[src/rtl/core_ctrl_pkg.sv]
// Shared types and default widths for the core run controller and its neighbours.
package core_ctrl_pkg;

    localparam int ADDR_W = 8;
    localparam int CNT_W  = 16;

    typedef enum logic [1:0] {
        IDLE,
        LOAD,
        RUN,
        DONE
    } run_state_t;

endpackage

[src/rtl/run_controller_if.sv]
// Host/core-facing signal bundle of the run controller; run_state is a debug view of the FSM.
interface run_controller_if #(
    parameter int ADDR_W = core_ctrl_pkg::ADDR_W,
    parameter int CNT_W  = core_ctrl_pkg::CNT_W
);
    import core_ctrl_pkg::*;

    // Handshake: start is a request level, taken only in IDLE or DONE (so a held level
    // is taken once per run); done is the completion flag, held until the next taken start.
    logic              start;
    logic [ADDR_W-1:0] start_addr;
    logic              retire;
    logic              halt_instr;
    logic              pc_load;
    logic [ADDR_W-1:0] pc_load_val;
    logic              core_en;
    logic [CNT_W-1:0]  InstrCount;
    logic              halt;
    logic              timeout;
    logic              done;
    run_state_t        run_state;

    modport master (
        input  start, start_addr, retire, halt_instr,
        output pc_load, pc_load_val, core_en, InstrCount, halt, timeout, done, run_state
    );

    modport slave (
        output start, start_addr, retire, halt_instr,
        input  pc_load, pc_load_val, core_en, InstrCount, halt, timeout, done, run_state
    );

endinterface

[src/rtl/sat_counter.sv]
// Up-counter with synchronous clear that stops at LIMIT; sat flags the held top value.
module sat_counter #(
    parameter int           W     = 8,
    parameter logic [W-1:0] LIMIT = {W{1'b1}}
) (
    input  logic         clk,
    input  logic         rst,
    input  logic         clr,
    input  logic         inc,
    output logic [W-1:0] count,
    output logic         sat
);

    assign sat = (count == LIMIT);

    always_ff @(posedge clk or posedge rst) begin
        if (rst) begin
            count <= '0;
        end else if (clr) begin
            count <= '0;
        end else if (inc && !sat) begin
            count <= count + W'(1);
        end
    end

endmodule

[src/rtl/run_controller.sv]
// Sequences one program run: load PC, enable the core, count retires, stop on HALT or watchdog.
module run_controller #(
    parameter int ADDR_W     = core_ctrl_pkg::ADDR_W,
    parameter int CNT_W      = core_ctrl_pkg::CNT_W,
    parameter int MAX_CYCLES = 65535
) (
    input  logic             CLK,
    input  logic             Reset,
    run_controller_if.master bus
);
    import core_ctrl_pkg::*;

    localparam int               CYC_W    = $clog2(MAX_CYCLES + 1);
    localparam logic [CYC_W-1:0] CYC_LAST = CYC_W'(MAX_CYCLES - 1);

    run_state_t       state;
    logic             run_active;
    logic             start_accept;
    logic             halting;
    logic             wd_expire;
    logic [CNT_W-1:0] instr_count;
    logic             instr_sat;
    logic [CYC_W-1:0] cyc_count;
    logic             cyc_last;

    assign run_active   = (state == RUN);
    assign start_accept = bus.start && ((state == IDLE) || (state == DONE));
    assign halting      = run_active && bus.retire && bus.halt_instr;
    assign wd_expire    = run_active && cyc_last;

    sat_counter #(.W(CNT_W)) u_instr_cnt (
        .clk   (CLK),
        .rst   (Reset),
        .clr   (start_accept),
        .inc   (run_active && bus.retire && !instr_sat),
        .count (instr_count),
        .sat   (instr_sat)
    );

    // The watchdog counter parks on the last permitted RUN cycle, so its flag is the expiry.
    sat_counter #(.W(CYC_W), .LIMIT(CYC_LAST)) u_cycle_cnt (
        .clk   (CLK),
        .rst   (Reset),
        .clr   (start_accept),
        .inc   (run_active),
        .count (cyc_count),
        .sat   (cyc_last)
    );

    assign bus.InstrCount = instr_count;
    assign bus.run_state  = state;

    always_ff @(posedge CLK or posedge Reset) begin
        if (Reset) begin
            state           <= IDLE;
            bus.pc_load     <= 1'b0;
            bus.pc_load_val <= '0;
            bus.core_en     <= 1'b0;
            bus.halt        <= 1'b0;
            bus.timeout     <= 1'b0;
            bus.done        <= 1'b0;
        end else begin
            case (state)
                IDLE, DONE: begin
                    if (bus.start) begin
                        state           <= LOAD;
                        bus.pc_load     <= 1'b1;
                        bus.pc_load_val <= bus.start_addr;
                        bus.core_en     <= 1'b0;
                        bus.halt        <= 1'b0;
                        bus.timeout     <= 1'b0;
                        bus.done        <= 1'b0;
                    end
                end
                LOAD: begin
                    state       <= RUN;
                    bus.pc_load <= 1'b0;
                    bus.core_en <= 1'b1;
                end
                RUN: begin
                    // HALT takes priority when it lands on the watchdog's last cycle.
                    if (halting) begin
                        state       <= DONE;
                        bus.core_en <= 1'b0;
                        bus.done    <= 1'b1;
                        bus.halt    <= 1'b1;
                    end else if (wd_expire) begin
                        state       <= DONE;
                        bus.core_en <= 1'b0;
                        bus.done    <= 1'b1;
                        bus.timeout <= 1'b1;
                    end
                end
                default: begin
                    state       <= IDLE;
                    bus.pc_load <= 1'b0;
                    bus.core_en <= 1'b0;
                    bus.done    <= 1'b0;
                end
            endcase
        end
    end

endmodule
[src/flat_wrapper.sv]
// flat-port wrapper written by rule: the top's interface ports become plain ports
module run_controller_flat import core_ctrl_pkg::*;
#(
    parameter int ADDR_W     = core_ctrl_pkg::ADDR_W,
    parameter int CNT_W      = core_ctrl_pkg::CNT_W,
    parameter int MAX_CYCLES = 65535
)
  (CLK, Reset, bus_start, bus_start_addr, bus_retire, bus_halt_instr, bus_pc_load, bus_pc_load_val, bus_core_en, bus_InstrCount, bus_halt, bus_timeout, bus_done, bus_run_state);
  run_controller_if #(.ADDR_W(ADDR_W), .CNT_W(CNT_W)) bus_i ();
  input  logic CLK;
  input  logic Reset;
  input wire logic [$bits(bus_i.start)-1:0] bus_start;
  input wire logic [$bits(bus_i.start_addr)-1:0] bus_start_addr;
  input wire logic [$bits(bus_i.retire)-1:0] bus_retire;
  input wire logic [$bits(bus_i.halt_instr)-1:0] bus_halt_instr;
  output wire logic [$bits(bus_i.pc_load)-1:0] bus_pc_load;
  output wire logic [$bits(bus_i.pc_load_val)-1:0] bus_pc_load_val;
  output wire logic [$bits(bus_i.core_en)-1:0] bus_core_en;
  output wire logic [$bits(bus_i.InstrCount)-1:0] bus_InstrCount;
  output wire logic [$bits(bus_i.halt)-1:0] bus_halt;
  output wire logic [$bits(bus_i.timeout)-1:0] bus_timeout;
  output wire logic [$bits(bus_i.done)-1:0] bus_done;
  output wire logic [$bits(bus_i.run_state)-1:0] bus_run_state;
  assign bus_i.start = bus_start;
  assign bus_i.start_addr = bus_start_addr;
  assign bus_i.retire = bus_retire;
  assign bus_i.halt_instr = bus_halt_instr;
  assign bus_pc_load = bus_i.pc_load;
  assign bus_pc_load_val = bus_i.pc_load_val;
  assign bus_core_en = bus_i.core_en;
  assign bus_InstrCount = bus_i.InstrCount;
  assign bus_halt = bus_i.halt;
  assign bus_timeout = bus_i.timeout;
  assign bus_done = bus_i.done;
  assign bus_run_state = bus_i.run_state;
  run_controller #(.ADDR_W(ADDR_W), .CNT_W(CNT_W), .MAX_CYCLES(MAX_CYCLES)) u_core (.CLK(CLK), .Reset(Reset), .bus(bus_i));
endmodule
[config.mk]
export PLATFORM = sky130hd
export DESIGN_NAME = run_controller_flat
export DESIGN_NICKNAME = d
export VERILOG_FILES = /design/src/rtl/core_ctrl_pkg.sv /design/src/rtl/run_controller_if.sv /design/src/rtl/sat_counter.sv /design/src/rtl/run_controller.sv /design/src/flat_wrapper.sv
export SDC_FILE = /design/constraint.sdc
export NUM_CORES = 1
export LEC_CHECK = 0
export ABC_AREA = 1
export CORE_UTILIZATION = 25
export CTS_BUF_LIST = sky130_fd_sc_hd__clkbuf_4
export CTS_CLUSTER_SIZE = 30
export DETAILED_ROUTE_END_ITERATION = 10
export PLACE_DENSITY = 0.43
export SKIP_CTS_REPAIR_TIMING = 1
export SKIP_LAST_GASP = 1
export SYNTH_ARGS = -nofsm -noshare
export SYNTH_HDL_FRONTEND = slang
export SYNTH_SLANG_ARGS = --single-unit
[constraint.sdc]
create_clock -name CLK -period 3.8 [get_ports CLK]
set_clock_uncertainty 0.05 [all_clocks]
set_input_delay 0.95 -clock CLK [delete_from_list [all_inputs] [get_ports CLK]]
set_output_delay 0.95 -clock CLK [all_outputs]
set_load 0.02 [all_outputs]
Word level (Yosys, flattened, before mapping)
Cells that the tools add are included.
- bits of input ports: 13
- logic and storage cells: 64
- output and inout bits: 31
- register bits: 47
- $add $sub $neg: 2
- equality and inequality tests: 10
- multiplexer cells: 21
- reductions and logical operators: 22
- operator list (cell ; count):
    16-bit 2-to-1 mux ; 4
    16-bit by 1-bit adder with 16-bit output, second input constant ; 2
    16-bit == test, second input constant ; 2
    1-bit 2-to-1 mux ; 8
    2-bit != test, second input constant ; 4
    1-bit case mux with 2 select lines ; 4
    2-bit nonzero test ; 4
    1-bit logical AND ; 7
    2-bit 2-to-1 mux ; 3
    2-bit case mux with 3 select lines ; 1
    2-bit AND reduction ; 3
    3-bit AND reduction ; 2
    2-bit == test, second input constant ; 2
    4-bit AND reduction ; 1
    3-bit != test, second input constant ; 1
    1-bit case mux with 3 select lines ; 1
    2-bit by 1-bit == test with 1-bit output, second input constant ; 1
    1-bit logical NOT ; 2
    2-bit logical NOT ; 1
    2-bit OR reduction ; 1
    1-bit logical OR ; 1

Longest topological paths before layout
- depth in word-level cells: 6
- depth in mapped cells: 11

Modules after synthesis
A second synthesis with hierarchy kept.
- cells, all modules: 408
- area, all modules: 2902.8 sq um
- by module, submodules not included (module ; area an instance (sq um) ; cells each ; sequential area each (sq um) ; times used):
    sat_counter (u_core.u_instr_cnt) ; 1128.6 ; 163 ; 400.4 ; 1
    sat_counter (u_core.u_cycle_cnt) ; 1071.0 ; 158 ; 400.4 ; 1
    run_controller ; 703.2 ; 87 ; 375.4 ; 1

Least setup slack after synthesis
OpenSTA, ideal clock, no wires.
- path kind: input to register
- start: in bus_start
- end: reg u_core.u_cycle_cnt.count[10]
- buffers on the path: 2
- data required time: 3684 ps
- arrival time: 1733 ps
- slack: 1951 ps
- cell stages on the path: 5
- path through: nand2_1 buf_2 buf_1 nand4_1 nand2_1
- cells in the longest elaborated chain, start to end: 2
- elaborated cells on any way between the ends: 3
- classes of those cells: 1 x mux; 2 x reduce/logical
- ends and longest elaborated chain (item ; RTL line ; RTL):
    from (decl) ; flat_wrapper.sv:12 ; input wire logic [$bits(bus_i.start)-1:0] bus_start;
    1-bit logical AND (*) ; run_controller.sv:27 ; assign start_accept = bus.start && ((state == IDLE) || (state == DONE));
    16-bit 2-to-1 mux / 2-bit nonzero test (equally long branches) ; - ;
    to (signal assigned) ; sat_counter.sv:22 ; count <= count + W'(1);
    to (decl) ; sat_counter.sv:10 ; output logic [W-1:0] count,
Every way passes the cells marked *; elsewhere a longest branch is shown, timed or not.
A chain may end at the register's enable or synchronous reset.

Worst setup path after layout
- start: reg u_core.u_instr_cnt.count[6]
- end: out bus_InstrCount[6]
- RTL lines (item ; RTL line ; RTL):
    from (decl) ; sat_counter.sv:10 ;
    from (signal assigned) ; sat_counter.sv:22 ;
    to (decl) ; flat_wrapper.sv:19 ; output wire logic [$bits(bus_i.InstrCount)-1:0] bus_InstrCount;
No word-level cell between the ends.

==> metrics <==
status completed; Tcrit/Tclk final 66.4%; Hold Crit Class flop to flop; Port Buf Inserts 43; CTS tree yes; Worst-Skew Late Latency 0.36 ns; Slew Limit Headroom 32.1%; initial antenna violation count 0; peak supply drop 0.301 mV; static leakage 1.61 nW; GPL Wtd Cong 0.762; Yosys top cell by area dfrtp_1; DRT Pass-1 Iters 4; M2 GR Usage 20.4%; area of the core 10500 um2; setup TNS 0 ns; max-slew violations 0; IO Pins 44; Worst Setup End Kind output port; max-cap violation count 0; routed length per instance 12.3 um; Non-Filler Instances 562; CP max stage cell clkdlybuf4s50_1; layout cell share with drive strength beyond 1 6.34%; global route hottest layer met2; Die Width 107 um; CP max FO 5; Synth area leaders dfrtp_1 (43%), nand2_1 (21%), nand4_1 (6.1%); placed insts 554; syn nets 402; die span in y 107 um; RSZ-0062 raised after global routing no; all-layer global routing usage 13.2%; setup violators final 0; HPWL after detailed placement 4.89 mm; DRC 0; syn_area_per_cell 7.20 um2; clock slew at reported path FFs 0.15 ns; die area 11500 um2; Starting Density 26.3%; PwrDens 563 nW/um2; CP Cell Sequence clkdlybuf4s50_1; synth warn 0; WP data required 2.80 ns; Cell variety after synth 25; Detailed Route WL 6.89 mm; Largest stage delay, worst path 0.66 ns; first-pass GRT wire length 12.2 mm; Clock Tree Root clkbuf_4; GRT met1 Usage 19.2%; GR Util met3 2.67%; CTS Buf Count 5; vias in the first global route 2564; final hold viol count 0; Post-Syn Instances 383; pin count of the biggest net entering global routing 48; Worst Path Buf+Inv 1; post-synth top area share 42.6%; Bufs on Longest Clock Path 2; FILL cells 1145; Final min period 2.52 ns; htree depth 2; n_diodes 0; via count 2507; routed vias/inst 4.46; DRT iter0 DRCs 107; Mapped Area 2760 um2; Rows 37; Crit Path Class flop to output port; post-synthesis sequential area ratio 42.6%; clk sinks 47; nets 444; Worst setup SP type flop; Synth Register Bits 47; synth-to-layout area growth 22.2%; Final ANT Viol Nets 0; Remaining Overflow, GRT 0; family with the most delay on the worst path buffers and inverters; total power 0.00190 W; Worst Max-Slew Pin Slew 1.02 ns; Worst Path Arrival 1.52 ns; FMAX 0.396 GHz
layout by cell type (no fill, tap or decap), drive strengths merged:
master / n
buf: 1
o21ai: 6
inv: 30
clkdlybuf4s50: 43
xor2: 10
ha: 6
o21bai: 5
nand3: 22
nor2: 52
dfrtp: 47
a21oi: 1
or2: 3
clkinv: 2
nand3b: 2
nand2: 161
nand4: 27
a31oi: 1
clkbuf: 7
report_power, final:
| group | switching, W | total [W] | internal (W) |
|---|---|---|---|
| clock | 0.000167 | 0.000254 | 0.0000870 |
| sequential | 0.000113 | 0.000737 | 0.000624 |
| combinational | 0.000579 | 0.000908 | 0.000329 |
sequential cells by signal (all words and copies together) (netlist names):
register	cells
u_core.bus.pc_load_val	8
u_core.bus.core_en	1
u_core.bus.done	1
u_core.u_instr_cnt.count	16
u_core.u_cycle_cnt.count	16
u_core.bus.timeout	1
u_core.bus.run_state	2
u_core.bus.pc_load	1
u_core.bus.halt	1
worst register-to-register path, stage by stage, from the launching register on:
cell and delay (ns):
dfrtp_1 0.46, inv_1 0.07, ha_1 0.31, nand2_1 0.35, inv_1 0.39, nor2_4 0.43, nand2_1 0.10, nand2_1 0.08
area by class of cell:
type / count / area, um2 / share of cell area [%]
inverter: 31 / 118 / 3.49
multi-input combinational: 296 / 1410 / 41.9
sequential: 47 / 1180 / 34.9
clock inverter: 1 / 5.00 / 0.148
timing repair buffer: 44 / 438 / 13.0
clock buffer: 7 / 52.6 / 1.56
tap: 136 / 170 / 5.05
synthesized netlist by cell type (all sizes together):
cell and n:
o21bai 5, or2 3, clkbuf 1, nand4 27, ha 6, nand3 22
a31oi 1, a21oi 1, nand3b 2, nor2 52, buf 8, dfrtp 47
xor2 10, nand2 161, inv 30, o21ai 6, clkinv 1
cell families after synthesis:
| family | share of synthesized area [%] |
|---|---|
| buffers and inverters | 6.17 |
| AOI/OAI and AO/OA | 3.27 |
| xor gates and xnor gates | 3.17 |
| adders and majority gates | 2.72 |
| and+or+nand+nor | 42.0 |
| DFF | 42.6 |
routing by layer:
layer | part of all wire (%) | routed length (um) | up-vias
met5 | 0 | 0 | -
met4 | 0.45 | 31 | 0
met3 | 4.0 | 279 | 2
met2 | 42 | 2900 | 46
met1 | 53 | 3680 | 1160
li1 | - | - | 1299
per-stage QoR:
stage	utilization (%)	hold WS [ns]	worst slack, ns	instance area (um2)
final	32.1	0.444	1.28	3370
after global routing	32.1	0.482	1.16	3370
after CTS	32.1	0.450	1.25	3370
after detailed placement	31.5	0.415	0.926	3310
after global placement	31.5	0.422	0.956	3310
after floorplan	-	0.441	1.68	2760
worst paths after layout:
kind	from	end	slack, ns	depth (start not counted)
worst max-delay path	u_core.u_instr_cnt.count[6]$_DFFE_PP0P_	bus_InstrCount[6]	1.28	1
worst min-delay path	u_core.bus.pc_load_val[7]$_DFFE_PP0P_	u_core.bus.pc_load_val[7]$_DFFE_PP0P_	0.44	2
worst max register to register	u_core.bus.run_state[0]$_DFFE_PP0P_	u_core.u_instr_cnt.count[12]$_DFFE_PP0P_	1.49	7
worst min register to register	u_core.bus.pc_load_val[7]$_DFFE_PP0P_	u_core.bus.pc_load_val[7]$_DFFE_PP0P_	0.44	2
max in group asynchronous	Reset	u_core.u_instr_cnt.count[12]$_DFFE_PP0P_	1.99	2
min in group asynchronous	Reset	u_core.u_instr_cnt.count[15]$_DFFE_PP0P_	1.09	2
No activity file was read; power rests on OpenSTA's default activity.
